## src/rtl/rotation_mat_arbiter.sv

```systemverilog
// Round-robin front end that shares one rotation-matrix unit among four requesters.
// It captures the winner's angles, starts the unit and returns its matrix or a timeout.
module rotation_mat_arbiter #(
  parameter int decimalBits = 8,
  parameter int TIMEOUT     = 31
) (
  input  logic                              clk,
  input  logic                              reset,
  input  logic [3:0]                        req,
  input  logic [4*(decimalBits+3)-1:0]      req_rot_x,
  input  logic [4*(decimalBits+3)-1:0]      req_rot_y,
  input  logic [4*(decimalBits+3)-1:0]      req_rot_z,
  output logic [3:0]                        ack,
  output logic [decimalBits+2:0]            mat_rot_x,
  output logic [decimalBits+2:0]            mat_rot_y,
  output logic [decimalBits+2:0]            mat_rot_z,
  output logic                              mat_start,
  input  logic                              mat_done,
  input  logic [9*(decimalBits+2)-1:0]      mat_m,
  output logic [9*(decimalBits+2)-1:0]      res_m,
  output logic                              res_valid,
  output logic [1:0]                        res_id,
  output logic                              res_timeout,
  output logic                              busy
);

  localparam int AW = decimalBits + 3;
  localparam int MW = decimalBits + 2;

  localparam logic [1:0] ST_IDLE  = 2'd0;
  localparam logic [1:0] ST_ISSUE = 2'd1;
  localparam logic [1:0] ST_WAIT  = 2'd2;

  localparam logic [7:0] TIMER_LAST = 8'(TIMEOUT - 1);

  // Bit 2 flags a valid pick; bits 1:0 are the first requester at or after ptr.
  function automatic logic [2:0] pick_winner(input logic [3:0] r, input logic [1:0] ptr);
    logic [2:0] res;
    logic [1:0] idx;
    res = 3'b000;
    for (int k = 3; k >= 0; k--) begin
      idx = ptr + 2'(k);
      if (r[idx]) begin
        res = {1'b1, idx};
      end else begin
        res = res;
      end
    end
    return res;
  endfunction

  logic [1:0]        state_q, state_d;
  logic [1:0]        ptr_q, ptr_d;
  logic [7:0]        timer_q, timer_d;
  logic [1:0]        win_q, win_d;
  logic [AW-1:0]     ang_x_q, ang_x_d;
  logic [AW-1:0]     ang_y_q, ang_y_d;
  logic [AW-1:0]     ang_z_q, ang_z_d;
  logic [3:0]        ack_q, ack_d;
  logic              start_q, start_d;
  logic              busy_q, busy_d;
  logic              rvalid_q, rvalid_d;
  logic              rto_q, rto_d;
  logic [1:0]        rid_q, rid_d;
  logic [9*MW-1:0]   rm_q, rm_d;
  logic [2:0]        grant_s;

  // Next-state and output decode for the IDLE/ISSUE/WAIT sequence.
  always_comb begin
    state_d  = state_q;
    ptr_d    = ptr_q;
    timer_d  = timer_q;
    win_d    = win_q;
    ang_x_d  = ang_x_q;
    ang_y_d  = ang_y_q;
    ang_z_d  = ang_z_q;
    ack_d    = 4'b0000;
    start_d  = 1'b0;
    rvalid_d = 1'b0;
    rto_d    = rto_q;
    rid_d    = rid_q;
    rm_d     = rm_q;
    grant_s  = pick_winner(req, ptr_q);

    case (state_q)
      ST_IDLE: begin
        if (grant_s[2]) begin
          win_d   = grant_s[1:0];
          ang_x_d = req_rot_x[grant_s[1:0]*AW +: AW];
          ang_y_d = req_rot_y[grant_s[1:0]*AW +: AW];
          ang_z_d = req_rot_z[grant_s[1:0]*AW +: AW];
          ack_d   = 4'b0001 << grant_s[1:0];
          ptr_d   = grant_s[1:0] + 2'd1;
          state_d = ST_ISSUE;
        end else begin
          state_d = ST_IDLE;
        end
      end
      ST_ISSUE: begin
        start_d = 1'b1;
        timer_d = 8'd0;
        state_d = ST_WAIT;
      end
      ST_WAIT: begin
        // A completion on the final timer cycle still counts as a real result.
        if (mat_done) begin
          rm_d     = mat_m;
          rid_d    = win_q;
          rto_d    = 1'b0;
          rvalid_d = 1'b1;
          state_d  = ST_IDLE;
        end else if (timer_q == TIMER_LAST) begin
          rm_d     = '0;
          rid_d    = win_q;
          rto_d    = 1'b1;
          rvalid_d = 1'b1;
          state_d  = ST_IDLE;
        end else begin
          timer_d  = timer_q + 8'd1;
        end
      end
      default: begin
        state_d = ST_IDLE;
      end
    endcase

    busy_d = (state_d != ST_IDLE);
  end

  // State and registered outputs; reset abandons any job in flight.
  always_ff @(posedge clk or negedge reset) begin
    if (!reset) begin
      state_q  <= ST_IDLE;
      ptr_q    <= 2'd0;
      timer_q  <= 8'd0;
      win_q    <= 2'd0;
      ang_x_q  <= '0;
      ang_y_q  <= '0;
      ang_z_q  <= '0;
      ack_q    <= 4'b0000;
      start_q  <= 1'b0;
      busy_q   <= 1'b0;
      rvalid_q <= 1'b0;
      rto_q    <= 1'b0;
      rid_q    <= 2'd0;
      rm_q     <= '0;
    end else begin
      state_q  <= state_d;
      ptr_q    <= ptr_d;
      timer_q  <= timer_d;
      win_q    <= win_d;
      ang_x_q  <= ang_x_d;
      ang_y_q  <= ang_y_d;
      ang_z_q  <= ang_z_d;
      ack_q    <= ack_d;
      start_q  <= start_d;
      busy_q   <= busy_d;
      rvalid_q <= rvalid_d;
      rto_q    <= rto_d;
      rid_q    <= rid_d;
      rm_q     <= rm_d;
    end
  end

  assign ack         = ack_q;
  assign mat_rot_x   = ang_x_q;
  assign mat_rot_y   = ang_y_q;
  assign mat_rot_z   = ang_z_q;
  assign mat_start   = start_q;
  assign busy        = busy_q;
  assign res_valid   = rvalid_q;
  assign res_timeout = rto_q;
  assign res_id      = rid_q;
  assign res_m       = rm_q;

endmodule

```

## config.mk

```make
export PLATFORM = sky130hd
export DESIGN_NAME = rotation_mat_arbiter
export DESIGN_NICKNAME = d
export VERILOG_FILES = /design/src/rtl/rotation_mat_arbiter.sv
export SDC_FILE = /design/constraint.sdc
export NUM_CORES = 1
export LEC_CHECK = 0
export BUFFER_PORTS_ARGS = -buffer_cell sky130_fd_sc_hd__buf_2
export CAP_MARGIN = 30
export CELL_PAD_IN_SITES_DETAIL_PLACEMENT = 1
export CELL_PAD_IN_SITES_GLOBAL_PLACEMENT = 1
export CORE_MARGIN = 8
export CORE_UTILIZATION = 30
export CTS_CLUSTER_SIZE = 14
export DETAILED_ROUTE_END_ITERATION = 12
export GPL_ROUTABILITY_DRIVEN = 0
export PLACE_DENSITY_LB_ADDON = 0.1
export SLEW_MARGIN = 20
export SYNTH_ARGS = -nofsm -noshare
export SYNTH_HDL_FRONTEND = slang
export SYNTH_SLANG_ARGS = --single-unit
export TNS_END_PERCENT = 5
```

## constraint.sdc

```tcl
create_clock -name clk -period 2.44 [get_ports clk]
set_input_delay 0.244 -clock clk [delete_from_list [all_inputs] [get_ports clk]]
set_output_delay 0.244 -clock clk [all_outputs]
set_load 0.05 [all_outputs]
```

==> impl_metrics.csv <==
group,metric,value,unit
outcome,status,"finished, final reports clean",
critical_path,cp.buffers_inverters,3,
floorplan,std_cell_rows,53,
pwr,pwr-share-clk,0.173,
job,max-cap-violations,0,
critical_path,path_class,"reg2reg",
finish,final_nets,1107,
global_route,grt.overflow.total,0,
logic_synthesis,yosys.cell_types.count,43,
global_route,grt_pass1_wl,39800,um
logic_synthesis,synth_edf_count,0,
floorplan,die_h,161,um
pwr,leakagePower,4.68,nW
placement,hpwl,19700,um
route,dr.pass1.iters,7,
finish,stdcell_count,1168,
floorplan,die_area,26000,um^2
pwr,power.switching,8.00,mW
sta,worst_slew_pin_slew,0.631,ns
critical_path,required,2.74,ns
min_path,hold_class,"in2reg",
route,num_vias,6017,
pwr,p_sw_frac,0.515,
sta,skew,0.0122,ns
logic_synthesis,syn_inst,529,
logic_synthesis,avgSynthCellArea,12.0,um^2
critical_path,cp-start-kind,"flip-flop",
logic_synthesis,syn-num-nets,760,
sta,slew_headroom,0.580,
critical_path,max_stage_delay,0.42,ns
floorplan,initial_core_util,0.303,
pwr,irDropWorstVdd,0.000773,V
clock_network,clock_latency,0.42,ns
floorplan,core_area,20900,um^2
sta,max_freq,489,MHz
global_route,grt_max_degree,94,
route,wirelength,25900,um
finish,drive_gt1_frac,0.474,
sta,rsz0062_at_grt,"no",
sta,fin_crit_sh,0.838,
critical_path,crit_path_cell_trace,"inv_1, ha_1, nand3b_1, nor4_1, buf_4, o21ai_4, buf_12, mux2_2",
global_route,grt_use_total,0.195,
pwr,internal-power,7.52,mW
finish,syn_to_final_growth,43.6,%
critical_path,cp-end-kind,"flip-flop",
pwr,seqPwrFrac,0.270,
clock_network,clock_sinks,147,
route,avgRoutedWirePerCell,22.2,um
route,ant_nets,0,
logic_synthesis,synth-async-reset-ratio,1.00,
route,viasPerCell,5.15,
sta,final_max_slew_viol_count,0,
critical_path,cp_top_family,"buffers and inverters",
route,drt_iter0_drc,272,
sta,report.final.setup_viol,0,
finish,final-seq-area,3680,um^2
clock_network,ctsResizeCount,0,
logic_synthesis,synth_area,6330,um^2
floorplan,ios,362,
global_route,grt_pass1_vias,6803,
placement,dp_cells,1131,
finish,multi_input_area,2430,um^2
logic_synthesis,yosys.area.top_type,"dfrtp_1",
logic_synthesis,synthFlopType,"dfrtp_1",
clock_network,cts_setup_buffers,0,
pwr,p_per_area,1710,nW/um^2
clock_network,cts_buffer_depth,2,
critical_path,slowest_stage,"dfrtp_1",
route,drcViolationCount,0,
pwr,combPwrFrac,0.557,
logic_synthesis,synth_top_area_share,0.581,
logic_synthesis,synth_area_leaders,"dfrtp_1, a22o_1, mux2i_1",
floorplan,die_w,161,um
sta,final_hold_viol_count,0,
sta,fin_crit,2.04,ns
placement,port_buffers,361,
logic_synthesis,yosysSeqAreaShare,0.581,
logic_synthesis,yosys_warnings,0,
clock_network,numCtsBuffers,17,
clock_network,path_clk_slew,0.07,ns
critical_path,critPathMaxFanout,93,
clock_network,tritoncts,"done",
finish,nFillCells,2391,
clock_network,cts-root-buf,"clkbuf_16",
critical_path,arrival,2.35,ns
critical_path,rrSetupSlack,0.40,ns
clock_network,htree_levels,4,
logic_synthesis,synth_seq_cells,147,
global_route,antenna_found_initial,5,
sta,fin_tns_setup,0,ns
## final timing paths
kind / startpoint / to / cells after the start
setup / recovery: timer_q[0] / res_id[0] / 8
setup reg to reg: timer_q[0] / res_id[0] / 8
hold / removal: mat_m[14] / res_m[14] / 2
hold reg to reg: win_q[0] / win_q[0] / 2
max in group asynchronous: reset / res_m[55] / 3
min in group asynchronous: reset / res_m[34] / 2
## cells in the mapped netlist, drive strengths merged (2+ instances only)
cell type and n:
a211oi 33, a21oi 2, a22o 90, and2 2, and3 36, buf 24, clkbuf 26, dfrtp 147
ha 2, inv 6, mux2 2, mux2i 33, nand2 11, nand2b 4, nand3 5, nand3b 2
nand4 2, nand4b 2, nor2 5, nor2b 3, nor3b 2, o21ai 44, o22ai 33, o31ai 3
o41ai 2, or2 2
## cell families (layout without fill, tap and decap cells)
family                     count (synthesis)  in the layout  share of synthesized area
DFF                                      147            147                      0.581
adders and majority gates                  2              2                    0.00395
other                                      0              4                          0
xor gates and xnor gates                   1              1                    0.00138
buffers and inverters                     56            416                     0.0383
AOI/OAI and AO/OA                        210            210                      0.246
muxes                                     35             35                     0.0557
and+or+nand+nor                           78             78                     0.0737
## metal layers
metal,part of all wire,global-route usage,up-vias
li1,-,-,2725
met1,0.41,0.229,2960
met2,0.48,0.322,293
met3,0.081,0.0685,37
met4,0.026,0.0758,2
met5,0.00062,0,-
## placed cells by master, fill, tap and decap left out, types with 3 or more instances in the layout
| cell | synthesis | layout |
|---|---|---|
| a211oi_1 | 33 | 33 |
| mux2i_1 | 33 | 33 |
| buf_2 | 20 | 360 |
| nor2_1 | 5 | 5 |
| buf_4 | 2 | 11 |
| dfrtp_1 | 147 | 147 |
| nand2_1 | 10 | 10 |
| diode_2 | 0 | 4 |
| o22ai_1 | 33 | 33 |
| inv_8 | 0 | 3 |
| inv_1 | 5 | 5 |
| buf_12 | 0 | 5 |
| and3_1 | 36 | 36 |
| nand2b_1 | 4 | 4 |
| clkinv_2 | 0 | 3 |
| a22o_1 | 90 | 90 |
| clkbuf_16 | 0 | 17 |
| o21ai_0 | 29 | 29 |
| o21ai_1 | 14 | 13 |
| inv_6 | 0 | 5 |
| nor2b_1 | 3 | 3 |
| nand3_1 | 5 | 5 |
## registers in the layout (all words and copies together) (netlist names)
signal       cells
win_q            2
ack              4
timer_q          8
mat_start        1
state_q          2
mat_rot_z       11
ptr_q            2
mat_rot_y       11
res_m           90
res_timeout      1
res_valid        1
res_id           2
busy             1
mat_rot_x       11
## timing repair
item / in CTS / in global routing
hold endpoints to repair: 48 / 0
setup endpoints to repair: 0 / 0
hold buffers: 1 / 0
## per-stage QoR
step / setup slack, ns / util / hold slack, ns / power, mW / cell area, um^2
3_5_place_dp: 0.420 / 0.406 / 0.230 / 12.9 / 8470
4_1_cts: 0.416 / 0.435 / 0.0108 / 15.7 / 9080
5_1_grt: 0.315 / 0.435 / 0.0144 / 16.3 / 9090
3_3_place_gp: 0.467 / 0.406 / 0.225 / 12.7 / 8470
6_report: 0.396 / 0.435 / 0.0347 / 15.5 / 9090
2_1_floorplan: 0.744 / - / -0.0516 / 10.5 / 6330
## cell type report
| class | instances | share of cell area |
|---|---|---|
| Sequential cell | 147 | 0.405 |
| Multi-Input combinational cell | 326 | 0.268 |
| Timing Repair Buffer | 378 | 0.221 |
| Clock inverter | 15 | 0.0187 |
| Tap cell | 275 | 0.0379 |
| Inverter | 6 | 0.00248 |
| Antenna cell | 4 | 0.00110 |
| Clock buffer | 17 | 0.0468 |
## power by group through the flow
| stage | Clock (mW) | Combinational, mW | Sequential, mW |
|---|---|---|---|
| floorplan | 0 | 2.71 | 7.75 |
| global placement | 0 | 8.56 | 4.18 |
| detailed placement | 0 | 8.72 | 4.21 |
| CTS | 2.76 | 8.74 | 4.19 |
| global route | 2.86 | 9.15 | 4.33 |
| finish | 2.68 | 8.65 | 4.19 |
No activity file was read; power rests on OpenSTA's default activity.
